--- src/rtl/ssi_encoder_reader_pkg.sv ---
// ssi_enc_pkg: shared types and helpers for the SSI encoder reader.
//   ssi_state_e  - frame sequencer states, with legacy logic [1:0] aliases
//   cnt_w()      - counter width able to hold the values 0..n-1
//   gray2bin()   - Gray to binary conversion on a zero-extended word
package ssi_enc_pkg;

  typedef enum logic [1:0] {
    IDLE  = 2'd0,
    SHIFT = 2'd1,
    LATCH = 2'd2,
    MONO  = 2'd3
  } ssi_state_e;

  localparam logic [1:0] ST_IDLE  = IDLE;
  localparam logic [1:0] ST_SHIFT = SHIFT;
  localparam logic [1:0] ST_LATCH = LATCH;
  localparam logic [1:0] ST_MONO  = MONO;

  localparam int MAX_DATA_W = 32;

  // Bits needed to count 0..n-1; never below 1.
  function automatic int cnt_w(input int n);
    return (n <= 2) ? 1 : $clog2(n);
  endfunction

  // Caller zero-extends a narrower word. The leading zeros leave the top
  // real bit unchanged (b[W-1] = g[W-1]), so one width serves every DATA_W.
  function automatic logic [MAX_DATA_W-1:0] gray2bin(input logic [MAX_DATA_W-1:0] g);
    logic [MAX_DATA_W-1:0] b;
    b[MAX_DATA_W-1] = g[MAX_DATA_W-1];
    for (int k = MAX_DATA_W - 2; k >= 0; k--) begin
      b[k] = b[k+1] ^ g[k];
    end
    return b;
  endfunction

endpackage

--- src/rtl/ssi_encoder_reader_if.sv ---
// Host-side bus of the SSI encoder reader.
//   start    - frame request from the frame-timing logic
//   valid    - one-cycle pulse when enc_data/err update
//   busy     - frame in progress (SHIFT, LATCH, MONO)
//   enc_data - channel i in bits [i*DATA_W +: DATA_W]
//   err      - per-channel line fault from the last frame
// master: frame-timing / position-register side. slave: the reader.
interface ssi_encoder_reader_if #(
  parameter int NCH    = 2,
  parameter int DATA_W = 13
) ();

  logic                    start;
  logic                    valid;
  logic                    busy;
  logic [NCH*DATA_W-1:0]   enc_data;
  logic [NCH-1:0]          err;

  modport master (output start, input valid, busy, enc_data, err);
  modport slave  (input start, output valid, busy, enc_data, err);

endinterface

--- src/rtl/ssi_encoder_reader_shift_channel.sv ---
// ssi_shift_channel: one encoder channel of the SSI reader.
//   clk, rst_n  - CLK_10MHZ and synchronous active-low reset
//   miso        - this channel's encoder data line
//   frame_go    - frame accepted this cycle; captures idle-line level
//   shift_en    - SCK rising edge; shift miso in
//   latch_en    - LATCH cycle; load output register and fault flag
//   mono_last   - final MONO cycle; a still-low line sets the fault
//   data, err   - registered position word and line fault
module ssi_shift_channel
  import ssi_enc_pkg::*;
#(
  parameter int DATA_W = 13,
  parameter int GRAY   = 0
) (
  input  logic              clk,
  input  logic              rst_n,
  input  logic              miso,
  input  logic              frame_go,
  input  logic              shift_en,
  input  logic              latch_en,
  input  logic              mono_last,
  output logic [DATA_W-1:0] data,
  output logic              err
);

  logic [DATA_W-1:0]     sr;
  logic                  err_cap;
  logic [MAX_DATA_W-1:0] bin_full;
  logic [DATA_W-1:0]     data_next;
  logic                  unused_bin;

  always_comb begin
    bin_full  = gray2bin(MAX_DATA_W'(sr));
    data_next = sr;
    if (GRAY != 0) begin
      data_next = bin_full[DATA_W-1:0];
    end
  end

  // Upper bits are always zero for narrow words.
  assign unused_bin = ^bin_full;

  always_ff @(posedge clk) begin
    if (!rst_n) begin
      sr      <= '0;
      err_cap <= 1'b0;
      data    <= '0;
      err     <= 1'b0;
    end else begin
      // An idle line should be high; low means broken wire or encoder
      // still in its monoflop time.
      if (frame_go) begin
        err_cap <= ~miso;
      end
      if (shift_en) begin
        sr <= {sr[DATA_W-2:0], miso};
      end
      if (latch_en) begin
        data <= data_next;
        err  <= err_cap;
      end else if (mono_last && !miso) begin
        err <= 1'b1;
      end
    end
  end

endmodule

--- src/rtl/ssi_encoder_reader.sv ---
// ssi_encoder_reader: SSI master for NCH absolute encoders on one shared SCK.
//   CLK_10MHZ  - sole clock
//   RST_N      - synchronous active-low reset
//   ENC_SCK    - shared SSI clock, idle high, registered
//   ENC_MISO   - encoder data, bit i is channel i
//   host       - start/valid/busy/enc_data/err bus (slave side)
//
// state | meaning
// IDLE  | SCK high, waiting for start
// SHIFT | SCK running, DATA_W low pulses, sample on rising edges
// LATCH | one cycle, load outputs and pulse valid
// MONO  | SCK held high for T_MONO cycles of encoder recovery
module ssi_encoder_reader
  import ssi_enc_pkg::*;
#(
  parameter int NCH      = 2,
  parameter int DATA_W   = 13,
  parameter int HALF_DIV = 5,
  parameter int GRAY     = 0,
  parameter int T_MONO   = 250
) (
  input  logic                 CLK_10MHZ,
  input  logic                 RST_N,
  output logic                 ENC_SCK,
  input  logic [NCH-1:0]       ENC_MISO,
  ssi_encoder_reader_if.slave  host
);

  localparam int DIV_W  = cnt_w(HALF_DIV);
  localparam int BIT_W  = cnt_w(DATA_W + 1);
  localparam int MONO_W = cnt_w(T_MONO);

  localparam logic [DIV_W-1:0]  DIV_LAST  = DIV_W'(HALF_DIV - 1);
  localparam logic [BIT_W-1:0]  BIT_ALL   = BIT_W'(DATA_W);
  localparam logic [MONO_W-1:0] MONO_LOAD = MONO_W'(T_MONO - 1);

  logic [1:0]            state;
  logic [DIV_W-1:0]      div;
  logic [BIT_W-1:0]      bitcnt;
  logic [MONO_W-1:0]     mcnt;
  logic                  sck;
  logic                  valid_q;
  logic                  div_tc;
  logic                  frame_go;
  logic                  shift_en;
  logic                  latch_en;
  logic                  mono_last;
  logic [NCH*DATA_W-1:0] data_all;

  always_comb begin
    div_tc    = (div == DIV_LAST);
    frame_go  = (state == ST_IDLE) && host.start;
    shift_en  = (state == ST_SHIFT) && div_tc && !sck;
    latch_en  = (state == ST_LATCH);
    mono_last = (state == ST_MONO) && (mcnt == '0);
  end

  always_ff @(posedge CLK_10MHZ) begin
    if (!RST_N) begin
      state   <= ST_IDLE;
      sck     <= 1'b1;
      div     <= '0;
      bitcnt  <= '0;
      mcnt    <= '0;
      valid_q <= 1'b0;
    end else begin
      valid_q <= 1'b0;
      case (state)
        ST_IDLE: begin
          sck <= 1'b1;
          if (host.start) begin
            state  <= ST_SHIFT;
            sck    <= 1'b0;
            div    <= '0;
            bitcnt <= '0;
          end
        end
        ST_SHIFT: begin
          if (div_tc) begin
            div <= '0;
            if (!sck) begin
              sck    <= 1'b1;
              bitcnt <= bitcnt + 1'b1;
            end else if (bitcnt == BIT_ALL) begin
              // Last high half-period done: SCK stays high into LATCH.
              state <= ST_LATCH;
            end else begin
              sck <= 1'b0;
            end
          end else begin
            div <= div + 1'b1;
          end
        end
        ST_LATCH: begin
          sck     <= 1'b1;
          valid_q <= 1'b1;
          mcnt    <= MONO_LOAD;
          state   <= ST_MONO;
        end
        ST_MONO: begin
          sck <= 1'b1;
          if (mcnt == '0) begin
            state <= ST_IDLE;
          end else begin
            mcnt <= mcnt - 1'b1;
          end
        end
        default: begin
          state <= ST_IDLE;
          sck   <= 1'b1;
        end
      endcase
    end
  end

  for (genvar i = 0; i < NCH; i++) begin : g_ch
    ssi_shift_channel #(
      .DATA_W (DATA_W),
      .GRAY   (GRAY)
    ) u_ch (
      .clk       (CLK_10MHZ),
      .rst_n     (RST_N),
      .miso      (ENC_MISO[i]),
      .frame_go  (frame_go),
      .shift_en  (shift_en),
      .latch_en  (latch_en),
      .mono_last (mono_last),
      .data      (data_all[i*DATA_W +: DATA_W]),
      .err       (host.err[i])
    );
  end

  assign ENC_SCK       = sck;
  assign host.valid    = valid_q;
  assign host.busy     = (state != ST_IDLE);
  assign host.enc_data = data_all;

endmodule

--- src/flat_wrapper.sv ---
// flat-port wrapper written by rule: the top's interface ports become plain ports
module ssi_encoder_reader_flat import ssi_enc_pkg::*;
#(
  parameter int NCH      = 2,
  parameter int DATA_W   = 13,
  parameter int HALF_DIV = 5,
  parameter int GRAY     = 0,
  parameter int T_MONO   = 250
)
  (CLK_10MHZ, RST_N, ENC_SCK, ENC_MISO, host_start, host_valid, host_busy, host_enc_data, host_err);
  ssi_encoder_reader_if #(.NCH(NCH), .DATA_W(DATA_W)) host_i ();
  input  logic CLK_10MHZ;
  input  logic RST_N;
  output logic ENC_SCK;
  input  logic [NCH-1:0] ENC_MISO;
  input wire logic [$bits(host_i.start)-1:0] host_start;
  output wire logic [$bits(host_i.valid)-1:0] host_valid;
  output wire logic [$bits(host_i.busy)-1:0] host_busy;
  output wire logic [$bits(host_i.enc_data)-1:0] host_enc_data;
  output wire logic [$bits(host_i.err)-1:0] host_err;
  assign host_i.start = host_start;
  assign host_valid = host_i.valid;
  assign host_busy = host_i.busy;
  assign host_enc_data = host_i.enc_data;
  assign host_err = host_i.err;
  ssi_encoder_reader #(.NCH(NCH), .DATA_W(DATA_W), .HALF_DIV(HALF_DIV), .GRAY(GRAY), .T_MONO(T_MONO)) u_core (.CLK_10MHZ(CLK_10MHZ), .RST_N(RST_N), .ENC_SCK(ENC_SCK), .ENC_MISO(ENC_MISO), .host(host_i));
endmodule
--- config.mk ---
export PLATFORM = sky130hd
export DESIGN_NAME = ssi_encoder_reader_flat
export DESIGN_NICKNAME = d
export VERILOG_FILES = /design/src/rtl/ssi_encoder_reader_pkg.sv /design/src/rtl/ssi_encoder_reader_if.sv /design/src/rtl/ssi_encoder_reader_shift_channel.sv /design/src/rtl/ssi_encoder_reader.sv /design/src/flat_wrapper.sv
export SDC_FILE = /design/constraint.sdc
export NUM_CORES = 1
export LEC_CHECK = 0
export BUFFER_PORTS_ARGS = -buffer_cell sky130_fd_sc_hd__buf_2
export CORE_ASPECT_RATIO = 0.7
export CORE_MARGIN = 4
export CORE_UTILIZATION = 52
export CTS_CLUSTER_SIZE = 25
export DETAILED_ROUTE_END_ITERATION = 10
export PLACE_DENSITY = 0.75
export SYNTH_ARGS = -nofsm -noshare
export SYNTH_HDL_FRONTEND = slang
export SYNTH_SLANG_ARGS = --single-unit
--- constraint.sdc ---
create_clock -name CLK_10MHZ -period 1.6 [get_ports CLK_10MHZ]
set_input_delay 0.16 -clock CLK_10MHZ [delete_from_list [all_inputs] [get_ports CLK_10MHZ]]
set_output_delay 0.16 -clock CLK_10MHZ [all_outputs]
set_load 0.05 [all_outputs]
==> summary.md, run 1 <==
| Metric | Value |
|---|---|
| Ys Warns | 0 |
| Seq cells post-synth | 75 |
| Die X-Extent | 99.9 µm |
| Total CTS buffers | 9 |
| Syn Nets | 365 |
| Top-count cell post-synth | dfxtp_1 |
| Total negative slack | 0 ns |
| # DRC | 0 |
| Worst reg2reg path depth | 7 |
| FMAX | 638 MHz |
| Register area share after synthesis | 0.489 |
| Antenna violations before repair | 0 |
| Hold Crit Start | ENC_MISO[0] |
| Cells along the critical path | inv_1 > ha_2 > mux2i_2 > a21o_1 > buf_4 > o21ai_0 > a21oi_2 |
| Pre-Repair DR Iteration Count | 5 |
| Fin area | 0.00377 mm² |
| R2R setup slack | 0.03 ns |
| Clock period minus worst slack | 1.57 ns |
| Slowest stage delay, CP | 0.37 ns |
| Reg-to-Reg End | u_core.bitcnt[2] |
| Worst r2r src | u_core.state[1] |
| Asr flop ratio synth | 0 |
| Max clock buf depth | 2 |
| Initial DRC Count | 193 |
| PwrDens | 1530 mW/mm² |
| Gate count of the mapped netlist | 350 |
| Core area | 0.00573 mm² |
| Lkg Pwr | 1.47 nW |
| Post-synthesis cell area | 0.00307 mm² |
| Final Util | 0.658 |
| First-pass GRT wire length | 10800 µm |
| Wire per inst | 13.8 µm |
| Multi-input logic area | 0.00151 mm² |
| Pwr Total | 5.77 mW |
| Clk sink count | 75 |
| Die height | 72.3 µm |
| Worst hold stages | 2 |
| Cts-stage hold buffer count | 0 |
| Slowest-stage cell, CP | dfxtp_4 |
| Layout cells sized above 1 | 0.253 |
| Largest net degree at the start of global routing | 36 |
| Area leader, netlist | dfxtp_1 |
| Main synth FF type | dfxtp_1 |
| Final instance count without filler cells | 474 |
| Worst-path maximum fanout | 7 |
| Gp weighted congestion | 0.881 |
| Maximum vdd drop | 689 µV |
| Crit path DAT | 1.79 ns |
| Slew HR | 0.764 |
| Vias post-DR | 2545 |
| Hold Crit Class | input port to flop |
| Vias/cell | 5.37 |
| Root Buffer | clkbuf_8 |
| Kind of critical path | flop to flop |
| Clock Skews | 0.00848 ns |
| Final global-route overflow total | 0 |
| Synth top area cells | dfxtp_1 49%, mux2i_1 9.8%, nand2_1 7.9%, a21oi_1 6.7%, nor2_1 5.0% |
| MaxCap Viol Count | 0 |
| Rows | 23 |
| Hpwl dp | 4340 µm |
| Fillers | 444 |
| Clock insertion delay at the later pin of the skew report | 0.35 ns |
| Final Hold Vio Count | 0 |
| GR Util All Layers | 0.185 |
| Startpoint Class | flop |
| # IOs | 36 |
| Ant. Diodes | 0 |
| Share of the synthesized area in the top cell type | 0.489 |
| Crit end category | flop |
| Unrepaired setup endpoints after global routing | yes |
| Worst slew pin tran | 0.351 ns |
| Cell Area, Placed | 0.00344 mm² |
| CP required | 1.83 ns |
| EDFF count, synth | 0 |
| Worst-path clk slew | 0.08 ns |
| Status | completed |
| Area Growth Syn to Fin | 22.7% |
| Commonest cells in the netlist | 75 x dfxtp_1, 65 x nand2_1, 41 x a21oi_1, 41 x nor2_1, 30 x mux2i_1 |
| Mean Syn Cell Area | 8.78 µm² |
| WHS Endpoint | u_core.g_ch[0].u_ch.err_cap |
| Die area | 0.00722 mm² |
| CTS tree | yes |
| Placed cells | 458 |
| IO buf count | 35 |
| Slew Viols, Final | 0 |
| Fin crit share | 0.979 |
| Initial core utilization | 0.536 |
| Post-layout nets | 409 |
| H-tree levels | 3 |
| Number of different library cells in the post-synthesis netlist | 44 |
| Final setup violation count | 0 |
| Register area | 0.00151 mm² |
| Post-route ant nets | 0 |
| Vias in the first global route | 2321 |
| Post-Route WL | 6520 µm |
-- cells in the final DEF, fill, tap and decap left out, types with 2 or more instances in the layout --
cell type	n
o311a_1	2
buf_4	15
clkbuf_8	9
dfxtp_2	4
buf_12	4
nand4b_1	2
ha_1	3
nor3_1	5
dfxtp_1	69
inv_2	3
dfxtp_4	2
buf_2	34
o21ai_0	5
nand2_1	65
a21oi_1	40
o2111ai_1	2
nand2b_1	3
mux2i_1	29
or4b_1	2
bufinv_16	2
nand3_1	6
ha_4	3
nor2_1	40
inv_8	2
ha_2	4
inv_1	8
inv_6	2
-- how the worst max path moves through the flow --
| stage | from | to | slack [ns] | cells past startpoint |
|---|---|---|---|---|
| 6_report | u_core.state[1] | u_core.bitcnt[2] | 0.03 | 7 |
| 2_1_floorplan | u_core.state[0] | u_core.bitcnt[2] | -0.0004 | 7 |
| 5_1_grt | u_core.state[1] | u_core.bitcnt[2] | -0.07 | 7 |
| 4_1_cts | u_core.state[0] | u_core.mcnt[7] | 0.004 | 6 |
| 3_3_place_gp | u_core.mcnt[0] | u_core.state[0] | 0.03 | 6 |
| 3_5_place_dp | u_core.mcnt[0] | u_core.state[1] | -0.04 | 6 |
-- report_power, final --
| group | total, mW | switching [mW] | internal, mW |
|---|---|---|---|
| clock | 1.68 | 0.767 | 0.910 |
| combinational | 1.90 | 1.05 | 0.847 |
| sequential | 2.19 | 0.167 | 2.03 |
| total | 5.77 | 1.99 | 3.78 |
-- worst max-delay path, delay by kind of cell, from the launching register on --
| family | cells | cell delay, ns |
|---|---|---|
| flops | 1 | 0.37 |
| compound gates | 3 | 0.47 |
| fa+ha+maj | 1 | 0.27 |
| buf+inv | 2 | 0.24 |
| mux | 1 | 0.11 |
-- layer usage --
| metal | up-vias | GRT usage | wire length (µm) | share of wire |
|---|---|---|---|---|
| met1 | 1182 | 0.249 | 3090 | 0.47 |
| met3 | 9 | 0.0605 | 369 | 0.057 |
| met2 | 73 | 0.283 | 2990 | 0.46 |
| li1 | 1281 | - | - | - |
| met5 | - | 0 | 0 | 0 |
| met4 | 0 | 0.0576 | 73 | 0.011 |
-- cells by family after synthesis --
kind of cell / count (synthesis) / share of synthesized area
XOR/XNOR: 1 / 0.00285
flip-flops: 75 / 0.489
adder cells (fa/ha/maj): 10 / 0.0407
multiplexers: 30 / 0.0978
AO/OA/AOI/OAI: 64 / 0.128
AND/OR/NAND/NOR: 137 / 0.196
buffers and inverters: 33 / 0.0464
-- layout make-up --
class	count	area share
flip-flops and latches	75	0.402
inverters	12	0.0126
multi-input cells	242	0.400
repair buffers	54	0.0992
clock buffers	9	0.0329
clock inverters	7	0.0285
well taps	75	0.0249
-- repair_timing --
action	CTS	global route
cloned	0	0
pin swaps	1	4
buffers inserted	0	0
setup endpoints to repair	8	40
gates resized for setup	7	24
-- sequential cells by signal (all words and copies together) (netlist names) --
name,cells
u_core.g_ch.u_ch.data,26
u_core.g_ch.u_ch.data_next,26
u_core.mcnt,8
u_core.bitcnt,4
u_core.div,3
u_core.g_ch.u_ch.err,2
u_core.g_ch.u_ch.err_cap,2
u_core.state,2
u_core.ENC_SCK,1
u_core.host.valid,1
-- per-stage QoR --
| step | setup WS, ns | hold slack [ns] |
|---|---|---|
| 6_report | 0.0332 | 0.0530 |
| 5_1_grt | -0.0668 | 0.0510 |
| 4_1_cts | 0.00427 | 0.0441 |
| 3_5_place_dp | -0.0364 | 0.416 |
| 3_3_place_gp | 0.0256 | 0.414 |
| 2_1_floorplan | -0.000405 | 0.269 |
Note: power is estimated with default switching activity, not from simulation.
==> run 2: changes to the inputs <==
--- a/config.mk
+++ b/config.mk
@@ -8,10 +8,10 @@
 export BUFFER_PORTS_ARGS = -buffer_cell sky130_fd_sc_hd__buf_2
 export CORE_ASPECT_RATIO = 0.7
 export CORE_MARGIN = 4
-export CORE_UTILIZATION = 52
+export CORE_UTILIZATION = 57
 export CTS_CLUSTER_SIZE = 25
 export DETAILED_ROUTE_END_ITERATION = 10
-export PLACE_DENSITY = 0.75
+export PLACE_DENSITY = 0.78
 export SYNTH_ARGS = -nofsm -noshare
 export SYNTH_HDL_FRONTEND = slang
 export SYNTH_SLANG_ARGS = --single-unit
==> constraint.sdc (replaced) <==
create_clock -name CLK_10MHZ -period 1.73 [get_ports CLK_10MHZ]
set_input_delay 0.173 -clock CLK_10MHZ [delete_from_list [all_inputs] [get_ports CLK_10MHZ]]
set_output_delay 0.173 -clock CLK_10MHZ [all_outputs]
set_load 0.05 [all_outputs]
==> run 2 against run 1 <==
Effect of this change: final cell count shrank 2.3%; count of clock-buffer cells in the layout grew 3; critical path type unchanged; global-route usage grew 1.4 points; clock power shrank 20%; sequential power shrank 9%; routed wire length shrank 4.7%; largest cell class unchanged; sequential cell count is the same; critical endpoint is now u_core.mcnt[7].
==> summary.md, run 2 (same netlist as run 1, synthesis figures left out) <==
| Metric | Value |
|---|---|
| Initial DRC Count | 137 (-29%) |
| Antenna violations before repair | 0 (unchanged) |
| CTS tree | yes |
| Slowest-stage cell, CP | or4b_1 |
| Register area | 0.00151 mm² (-0.58%) |
| Final Hold Vio Count | 0 (unchanged) |
| MaxCap Viol Count | 0 (unchanged) |
| Rows | 22 (-4.3%) |
| Ant. Diodes | 0 (unchanged) |
| Pre-Repair DR Iteration Count | 5 (unchanged) |
| Maximum vdd drop | 686 µV (-0.44%) |
| Clock period minus worst slack | 1.64 ns (+0.0729 ns) |
| Fin crit share | 0.948 (-0.0315) |
| Area Growth Syn to Fin | 16.6% |
| Post-route ant nets | 0 (unchanged) |
| Placed cells | 446 (-2.6%) |
| Post-layout nets | 401 (-2.0%) |
| Die height | 69.4 µm (-4.0%) |
| Commonest non-fill, non-tap cell in the layout | dfxtp_1 |
| Clock insertion delay at the later pin of the skew report | 0.34 ns (about the same) |
| Most frequent cells in the layout | 72 x dfxtp_1, 65 x nand2_1, 41 x nor2_1, 41 x a21oi_1, 34 x buf_2 |
| Cells along the critical path | nor3_1 > nand3_2 > or4b_1 > a31oi_1 |
| Vias in the first global route | 2318 (-0.13%) |
| Crit path DAT | 1.92 ns (+0.13 ns) |
| Hold Crit Class | input port to flop |
| GR Util All Layers | 0.199 (+0.0139) |
| IO buf count | 35 (unchanged) |
| Die area | 0.00665 mm² (-8.0%) |
| Wire per inst | 13.4 µm (-2.4%) |
| Total CTS buffers | 9 (unchanged) |
| FMAX | 610 MHz (-4.4%) |
| Initial core utilization | 0.587 (+0.0509) |
| Cts-stage hold buffer count | 0 (unchanged) |
| Kind of critical path | flop to flop |
| # DRC | 0 (unchanged) |
| Root Buffer | clkbuf_8 |
| Vias post-DR | 2491 (-2.1%) |
| Lkg Pwr | 1.41 nW (-4.0%) |
| Worst slew pin tran | 0.387 ns (+0.0363 ns) |
| Final instance count without filler cells | 463 (-2.3%) |
| CP Buf/Inv Count | 0 (-2) |
| Core area | 0.00523 mm² (-8.7%) |
| Clock Skews | 0.00720 ns (-0.00128 ns) |
| Gp weighted congestion | 0.862 (-2.2%) |
| Hpwl dp | 4260 µm (-1.7%) |
| H-tree levels | 3 (unchanged) |
| Final global-route overflow total | 0 (unchanged) |
| Multi-input logic area | 0.00144 mm² (-4.3%) |
| Post-Route WL | 6210 µm (-4.7%) |
| Slowest stage delay, CP | 0.49 ns (+0.12 ns) |
| Layout cells sized above 1 | 0.192 (-0.0613) |
| Delay-heaviest family, CP | simple AND/OR/NAND/NOR gates |
| Fillers | 433 (-2.5%) |
| Startpoint Class | flop |
| Clk sink count | 75 (unchanged) |
| Worst-path clk slew | 0.08 ns (about the same) |
| # IOs | 36 (unchanged) |
| Max clock buf depth | 2 (unchanged) |
| Worst-path maximum fanout | 8 (+1) |
| Largest net degree at the start of global routing | 36 (unchanged) |
| Vias/cell | 5.38 (+0.20%) |
| Slew Viols, Final | 0 (unchanged) |
| Die X-Extent | 95.7 µm (-4.1%) |
| Final setup violation count | 0 (unchanged) |
| Crit end category | flop |
| Total negative slack | 0 ns (unchanged) |
| PwrDens | 1370 mW/mm² (-10%) |
| First-pass GRT wire length | 10400 µm (-2.9%) |
| Slew HR | 0.735 (-0.0291) |
| CP required | 2.01 ns (+0.18 ns) |
| Status | completed |
run 2: cell count changes in the layout (fill, tap and decap cells not counted), moves of 3 or more:
cell | previous run | this run
buf_4 | 15 | 8
dfxtp_1 | 69 | 72
ha_1 | 3 | 9
ha_2 | 4 | 1
ha_4 | 3 | 0
inv_1 | 8 | 11
run 2: cell type report:
| type | instances | share of cell area |
|---|---|---|
| Clock buffer | 12 | 0.0433 |
| Clock inverter | 4 | 0.0136 |
| Inverter | 12 | 0.0126 |
| Multi-Input combinational cell | 242 | 0.403 |
| Sequential cell | 75 | 0.420 |
| Tap cell | 72 | 0.0252 |
| Timing Repair Buffer | 46 | 0.0818 |
run 2: path summary, 6_finish.rpt:
check	startpoint	end	slack (ns)	cells past startpoint
min	ENC_MISO[0]	u_core.g_ch[0].u_ch.err_cap	0.07	2
min reg2reg	u_core.g_ch[1].u_ch.data_next[12]	u_core.g_ch[1].u_ch.data_next[12]	0.46	2
max reg2reg	u_core.mcnt[2]	u_core.mcnt[7]	0.09	4
max	u_core.mcnt[2]	u_core.mcnt[7]	0.09	4
run 2: power by group:
group / total, mW / internal, mW / switching [mW]
Clock: 1.35 / 0.743 / 0.610
Combinational: 1.56 / 0.642 / 0.914
Sequential: 2.00 / 1.86 / 0.140
Total: 4.91 / 3.25 / 1.66
run 2: worst reg2reg max path, stage by stage (launching register included):
cell     delay (ns)
dfxtp_1        0.39
nor3_1         0.37
nand3_2        0.16
or4b_1         0.49
a31oi_1        0.16
run 2: repair_timing:
action / in CTS / in global routing
endpoints found under the setup margin: 0 / 33
buffers inserted: 0 / 1
gates resized for setup: 0 / 9
run 2: per-layer routing:
layer / vias to the layer above / global-route usage / wire (µm)
met5: - / 0 / 0
met4: 0 / 0.0694 / 93
met3: 9 / 0.0748 / 413
met2: 74 / 0.289 / 2750
met1: 1146 / 0.269 / 2960
li1: 1262 / - / -
run 2: through the flow:
stage / total power, mW / worst slack, ns / hold slack [ns] / utilization / cell area [µm²]
after floorplan: 3.16 / 0.112 / 0.282 / - / 3070
after global placement: 3.49 / 0.105 / 0.441 / 0.639 / 3340
after detailed placement: 3.52 / 0.0392 / 0.434 / 0.639 / 3340
after CTS: 4.88 / 0.0294 / 0.0535 / 0.678 / 3550
after global routing: 5.16 / -0.0238 / 0.0644 / 0.685 / 3580
final: 4.91 / 0.0903 / 0.0664 / 0.685 / 3580
